--- config.mk ---
export PLATFORM = sky130hd
export DESIGN_NAME = piso_serializer
export DESIGN_NICKNAME = d
export VERILOG_FILES = /design/src/rtl/piso_pkg.sv /design/src/rtl/piso_bit_cnt.sv /design/src/rtl/piso_serializer.sv
export SDC_FILE = /design/constraint.sdc
export NUM_CORES = 1
export LEC_CHECK = 0
export ABC_CLOCK_PERIOD_IN_PS = 2280
export CAP_MARGIN = 5
export CORE_MARGIN = 4
export CORE_UTILIZATION = 40
export CTS_BUF_LIST = sky130_fd_sc_hd__clkbuf_2
export DETAILED_ROUTE_END_ITERATION = 7
export PLACE_DENSITY = 0.63
export REMOVE_ABC_BUFFERS = 1
export SYNTH_ARGS = -nofsm -noshare
export SYNTH_HDL_FRONTEND = slang
export SYNTH_SLANG_ARGS = --single-unit
--- constraint.sdc ---
create_clock -name clk -period 2.28 [get_ports clk]
set_input_delay 0.684 -clock clk [delete_from_list [all_inputs] [get_ports clk]]
set_output_delay 0.684 -clock clk [all_outputs]
set_load 0.05 [all_outputs]
--- src/rtl/piso_pkg.sv ---
// Shared types for the PISO serializer: FSM state enum and parity-bit count.
// PISO_SERIALIZER_PARITY_EN adds the PARITY state and one trailing parity bit.
package piso_pkg;

`ifdef PISO_SERIALIZER_PARITY_EN
  localparam int PAR_BITS = 1;

  typedef enum logic [1:0] {
    IDLE   = 2'd0,
    SHIFT  = 2'd1,
    PARITY = 2'd2
  } state_e;
`else
  localparam int PAR_BITS = 0;

  typedef enum logic {
    IDLE  = 1'b0,
    SHIFT = 1'b1
  } state_e;
`endif

endpackage

--- src/rtl/piso_bit_cnt.sv ---
// Data-bit counter for the serializer, with terminal-count flag at WIDTH-1.
// Ports: clk, rst (async high), clr_i, inc_i, cnt_o, tc_o.
module piso_bit_cnt #(
  parameter int WIDTH = 8,
  parameter int CW    = $clog2(WIDTH)
) (
  input  logic          clk,
  input  logic          rst,
  input  logic          clr_i,
  input  logic          inc_i,
  output logic [CW-1:0] cnt_o,
  output logic          tc_o
);

  logic [CW-1:0] cnt_q, cnt_d;

  always_comb begin
    cnt_d = cnt_q;
    if (clr_i) begin
      cnt_d = '0;
    end else if (inc_i && !tc_o) begin
      cnt_d = cnt_q + CW'(1);
    end
  end

  always_ff @(posedge clk or posedge rst) begin
    if (rst) begin
      cnt_q <= '0;
    end else begin
      cnt_q <= cnt_d;
    end
  end

  assign cnt_o = cnt_q;
  assign tc_o  = (cnt_q == CW'(WIDTH - 1));

endmodule

--- src/rtl/piso_serializer.sv ---
// Parallel-in serial-out serializer with valid/ready input and framing flags.
// Ports: clk, rst, parallel_in, in_valid, in_ready, en, serial_out,
// out_valid, frame_start, frame_last, busy. Option: PISO_SERIALIZER_PARITY_EN.
module piso_serializer
  import piso_pkg::*;
#(
  parameter int WIDTH     = 8,
  parameter bit MSB_FIRST = 1'b1
) (
  input  logic             clk,
  input  logic             rst,
  input  logic [WIDTH-1:0] parallel_in,
  input  logic             in_valid,
  output logic             in_ready,
  input  logic             en,
  output logic             serial_out,
  output logic             out_valid,
  output logic             frame_start,
  output logic             frame_last,
  output logic             busy
);

  localparam int CW = $clog2(WIDTH);

  state_e           state_q, state_d;
  logic [WIDTH-1:0] sr_q, sr_d;
  logic [WIDTH-1:0] sr_shift;
  logic [CW-1:0]    cnt;
  logic             tc;
  logic             cnt_clr;
  logic             cnt_inc;
  logic             load;
  logic             last_bit;
  logic             head;

`ifdef PISO_SERIALIZER_PARITY_EN
  logic par_q, par_d;
`endif

  piso_bit_cnt #(
    .WIDTH (WIDTH),
    .CW    (CW)
  ) u_cnt (
    .clk   (clk),
    .rst   (rst),
    .clr_i (cnt_clr),
    .inc_i (cnt_inc),
    .cnt_o (cnt),
    .tc_o  (tc)
  );

  assign head = MSB_FIRST ? sr_q[WIDTH-1] : sr_q[0];
  assign sr_shift = MSB_FIRST ? {sr_q[WIDTH-2:0], 1'b0}
                              : {1'b0, sr_q[WIDTH-1:1]};

  // Last presented bit of a frame: the only cycle (besides IDLE)
  // where a new word may be taken without a gap.
`ifdef PISO_SERIALIZER_PARITY_EN
  assign last_bit = (state_q == PARITY);
`else
  assign last_bit = (state_q == SHIFT) && tc;
`endif

  assign in_ready = (state_q == IDLE) || (last_bit && en);
  assign load     = in_valid && in_ready;

  always_comb begin
    state_d = state_q;
    sr_d    = sr_q;
    cnt_clr = 1'b0;
    cnt_inc = 1'b0;
`ifdef PISO_SERIALIZER_PARITY_EN
    par_d   = par_q;
`endif
    unique case (state_q)
      IDLE: begin
        if (load) state_d = SHIFT;
      end
      SHIFT: begin
        if (en) begin
          if (tc) begin
            cnt_clr = 1'b1;
            sr_d    = '0;
`ifdef PISO_SERIALIZER_PARITY_EN
            state_d = PARITY;
`else
            state_d = load ? SHIFT : IDLE;
`endif
          end else begin
            sr_d    = sr_shift;
            cnt_inc = 1'b1;
          end
        end
      end
`ifdef PISO_SERIALIZER_PARITY_EN
      PARITY: begin
        if (en) state_d = load ? SHIFT : IDLE;
      end
`endif
      default: state_d = IDLE;
    endcase
    if (load) begin
      sr_d    = parallel_in;
      cnt_clr = 1'b1;
`ifdef PISO_SERIALIZER_PARITY_EN
      par_d   = ^parallel_in;
`endif
    end
  end

  always_ff @(posedge clk or posedge rst) begin
    if (rst) begin
      state_q <= IDLE;
      sr_q    <= '0;
`ifdef PISO_SERIALIZER_PARITY_EN
      par_q   <= 1'b0;
`endif
    end else begin
      state_q <= state_d;
      sr_q    <= sr_d;
`ifdef PISO_SERIALIZER_PARITY_EN
      par_q   <= par_d;
`endif
    end
  end

  always_comb begin
    serial_out  = 1'b0;
    out_valid   = (state_q != IDLE);
    busy        = (state_q != IDLE);
    frame_start = (state_q == SHIFT) && (cnt == '0);
    frame_last  = last_bit;
    unique case (state_q)
      SHIFT:   serial_out = head;
`ifdef PISO_SERIALIZER_PARITY_EN
      PARITY:  serial_out = par_q;
`endif
      default: serial_out = 1'b0;
    endcase
  end

endmodule

**After elaboration in Yosys (flattened, before gate mapping)**

Cells that the tools add are included.
Widths: inputs -> output; s select.

- Register bits: 12
- ROM bits: 0
- Memories: 0
- Word-level logic and storage cells: 36
- Output and inout port bits: 6
- Bits in writable memories: 0
- Bits in latches: 0

- $add $sub $neg: 1
- Multipliers: 0
- Mux-type cells: 18
- Equal/unequal tests: 1
- Magnitude comparators: 0
- Reduce and logical (&&, ||, !) cells: 12
- Bitwise operators: 1
- Shift operators: 0
- Divide/modulo/power cells: 0

Operators by type and width:

| cell | count |
|---|---|
| $mux 8 | 4 |
| $mux 1 | 11 |
| $mux 3 | 2 |
| $reduce_bool 2->1 | 3 |
| $logic_and 1x1->1 | 5 |
| $add 3x1->3 const B | 1 |
| $eq 3x3->1 const B | 1 |
| $logic_not 3->1 | 1 |
| $pmux 1 s2 | 1 |
| $reduce_and 2->1 | 1 |
| $logic_not 1->1 | 1 |
| $logic_or 1x1->1 | 1 |
| $not 1->1 | 1 |

**Depth between registers and ports, before layout**

Gate-level depths: netlist of the first run.

- Depth in word-level cells: 9
- Depth in mapped cells: 5

**Modules after synthesis**

Synthesis of the first run repeated with hierarchy kept, for this count alone.

- Cells, all modules: 80
- Area total of the unflattened synthesis: 778.2 um2

By module, submodules not included:

| module | sequential area each (um2) | instances | cells each | area an instance (um2) |
|---|---|---|---|---|
| piso_serializer | 225.2 | 1 | 64 | 590.6 |
| piso_bit_cnt | 75.1 | 1 | 16 | 187.7 |

**Worst setup path after synthesis of the first run**

No wires, ideal clock.

- Kind: register to output
- Start point: register state_q (netlist: busy)
- End point: output port frame_start
- Required time: 1.596 ns
- Stages on the path, launching flop included: 3
- Buffers on the path: 1
- Data arrival time: 1.387 ns
- Path slack: 0.209 ns
- Path through: dfrtp_1 buf_4 and3_1

- Word-level cells in the longest chain between the ends: 1

Ends and longest elaborated chain:

| element | RTL line | RTL |
|---|---|---|
| from (decl) | piso_serializer.sv:25 | `state_e state_q, state_d;` |
| from (signal assigned) | piso_serializer.sv:119 | `state_q <= state_d;` |
| $logic_and 1x1->1 | piso_serializer.sv:131 | `frame_start = (state_q == SHIFT) && (cnt == '0);` |
| to (decl) | piso_serializer.sv:18 | `output logic frame_start,` |

No other way between the ends.

**Final worst setup path of the first run**

- Start point: input port en
- End point: output port in_ready

- Word-level cells in the longest chain between the ends: 2

Ends and longest elaborated chain:

| element | RTL line | RTL |
|---|---|---|
| from (decl) | piso_serializer.sv:15 | `input logic en,` |
| $logic_and 1x1->1 | piso_serializer.sv:64 | `assign in_ready = (state_q == IDLE) \|\| (last_bit && en);` |
| $logic_or 1x1->1 | piso_serializer.sv:64 |  |
| to (decl) | piso_serializer.sv:14 | `output logic in_ready,` |

No other way between the ends.

==> results of run 1 <==
-- area by class of cell --
class | instances | area share (%)
Multi-Input combinational cell | 53 | 37.4
Timing Repair Buffer | 24 | 25.9
Tap cell | 25 | 3.14
Sequential cell | 12 | 30.2
Inverter | 5 | 1.88
Clock buffer | 3 | 1.51
-- flip-flops by register name, indices dropped and copies added, names as in the netlist --
name	cells
sr_q	8
u_cnt.cnt_o	3
busy	1
-- cells by family after synthesis --
logic type,share of synthesized area [%]
adder cells (fa/ha/maj),5.20
multiplexers,7.80
flip-flops,41.6
AO/OA/AOI/OAI,20.1
buffers and inverters,7.11
AND/OR/NAND/NOR,18.2
-- critical path, delay by kind of cell --
kind	cells	cell delay, ps
buffers and inverters	2	630
AND/OR/NAND/NOR	2	190
-- where the power goes --
group,internal [mW],leakage (nW),switching [mW],total [mW]
clock,0.0359,0.0125,0.0682,0.104
sequential,0.283,0.142,0.0521,0.335
combinational,0.260,0.296,0.241,0.501
total,0.579,0.450,0.361,0.940
-- layer usage --
layer / wire [um] / GRT usage (%)
met4: 29 / 6.73
met5: 0 / 0
met2: 709 / 23.0
met1: 762 / 18.7
met3: 86 / 2.67
-- worst paths after layout --
path	from	endpoint	slack, ps	cells past startpoint
setup / recovery	en	in_ready	90	4
hold / removal	sr_q[5]	sr_q[5]	520	2
setup reg to reg	u_cnt.cnt_o[1]	sr_q[0]	710	6
hold reg to reg	sr_q[5]	sr_q[5]	520	2
max in group asynchronous	rst	sr_q[4]	1230	2
min in group asynchronous	rst	u_cnt.cnt_o[2]	730	2
-- what timing repair did --
action	4_1_cts	5_1_grt
hold buffers	0	0
setup endpoints to repair	1	1
setup buffers	0	2
gates resized for setup	1	0
-- metrics by stage --
| stage | cells | worst slack (ps) | hold slack [ps] | TNS [ps] |
|---|---|---|---|---|
| 3_5_place_dp | 117 | 98.2 | 492 | 0 |
| 2_1_floorplan | 70 | -106 | 466 | -255 |
| 5_1_grt | 122 | -13.1 | 546 | -13.1 |
| 6_report | 122 | 93.5 | 519 | 0 |
| 3_3_place_gp | 117 | 97.9 | 489 | 0 |
| 4_1_cts | 120 | 74.6 | 518 | 0 |
-- cells in the final DEF, fill, tap and decap left out, drive strengths merged, types with 4 or more instances in the layout --
master         synthesis  layout
inv                    5       5
buf                    5      13
a21oi                  8       8
clkdlybuf4s50          0      11
nand2                  7       7
o22ai                  5       5
dfrtp                 12      12
nand3                  4       4
==> results.ini, run 1 <==
[detailed_routing]
drt_pass1_iterations=4
wl_um=1590
via_per_inst=5.07
vias=618
antenna_left=0
first_iter_violations=12
post_drt_wl_per_cell_um=13.0
drc=0

[global_route]
grt_max_degree=16
grt_overflow=0
antenna_found_initial=0
grt_pass1_wl_um=2770
grt_pass1_vias=616
grt_use_total_pct=14.4

[finish]
area_delta_synth_final_pct=38.0
seqCellArea_um2=300
final_util_pct=57.7
fill_cells=170
stdcell_area_um2=996
antennaDiodeCount=0
nets=114
multiInputGateArea_um2=373
drive_gt1_share_pct=24.7

[pwr]
power_density_mw_per_mm2=943
ir_drop_mv=0.452
power_mw=0.940
p_leak_nw=0.450

[placed_design]
placed_cell_area_um2=963
gp_congestion=0.759
hpwl_um=1170
numPortBuffers=17

[sta]
fin_skew_ps=1.26
setup_viol=0
fin_crit_sh_pct=95.9
maxSlewHeadroom_pct=68.1
finalMaxSlewViolations=0
min_period_ps=2190
worst_slew_pin_slew_ps=478
hold_viol=0
max_freq_ghz=0.457

[floorplan]
rows=15
initial_core_util_pct=41.8
dieArea_mm2=0.00255
chipWidth_um=50.5
ios=18
core_area_mm2=0.00173
die_h_um=50.5

[setup_path]
slowest_delay_ps=480
critPathLaunchType=input port
crit_slowest_cell=clkdlybuf4s50_1
path_cells=clkdlybuf4s50_1 > nand2_1 > nand2_1 > buf_12
crit_fanout=2
crit_arrival_ps=1500
end_kind=primary output
worst_path_most_repeated_cell=nand2_1
crit_required_ps=1600
crit_type=in2out

[clock_network]
h-tree-depth=1
path_clk_slew_ps=110
clock_path_buffers=2
clock_latency_ps=260
clkSinkCount=12
cts_buffers=3
root_buffer=clkbuf_2
cts_tree=built

[logic_synthesis]
yosysSeqAreaShare_pct=41.6
yosys.area.top_type=dfrtp_1
yosys-top-cells-area=dfrtp_1 42%, a21oi_1 5.5%, ha_1 5.2%
ys_types=26
yosysMostFrequentCell=dfrtp_1
synth_seq_cells=12
synth-async-reset-ratio_pct=100
synthCells=75
synthFlopType=dfrtp_1
synth-edff-count=0
synthTopCellsByCount=12 x dfrtp_1, 8 x a21oi_1, 6 x nand2_1
synth_top_area_share_pct=41.6
yosys_warnings=0
syn_area_um2=722
avgSynthCellArea_um2=9.63

[outcome]
status=complete, no violations

[worst_hold_path]
hold_path_class=reg2reg

[flow_run]
maxCapViolCount=0

No activity file was read; power rests on OpenSTA's default activity.
==> inputs of run 2 (changes only) <==
--- a/config.mk
+++ b/config.mk
@@ -6,7 +6,6 @@
 export NUM_CORES = 1
 export LEC_CHECK = 0
 export ABC_CLOCK_PERIOD_IN_PS = 2280
-export CAP_MARGIN = 5
 export CORE_MARGIN = 4
 export CORE_UTILIZATION = 40
 export CTS_BUF_LIST = sky130_fd_sc_hd__clkbuf_2
==> results of run 2 <==
The final DEF is identical to that of run 1; final timing and power are the same.
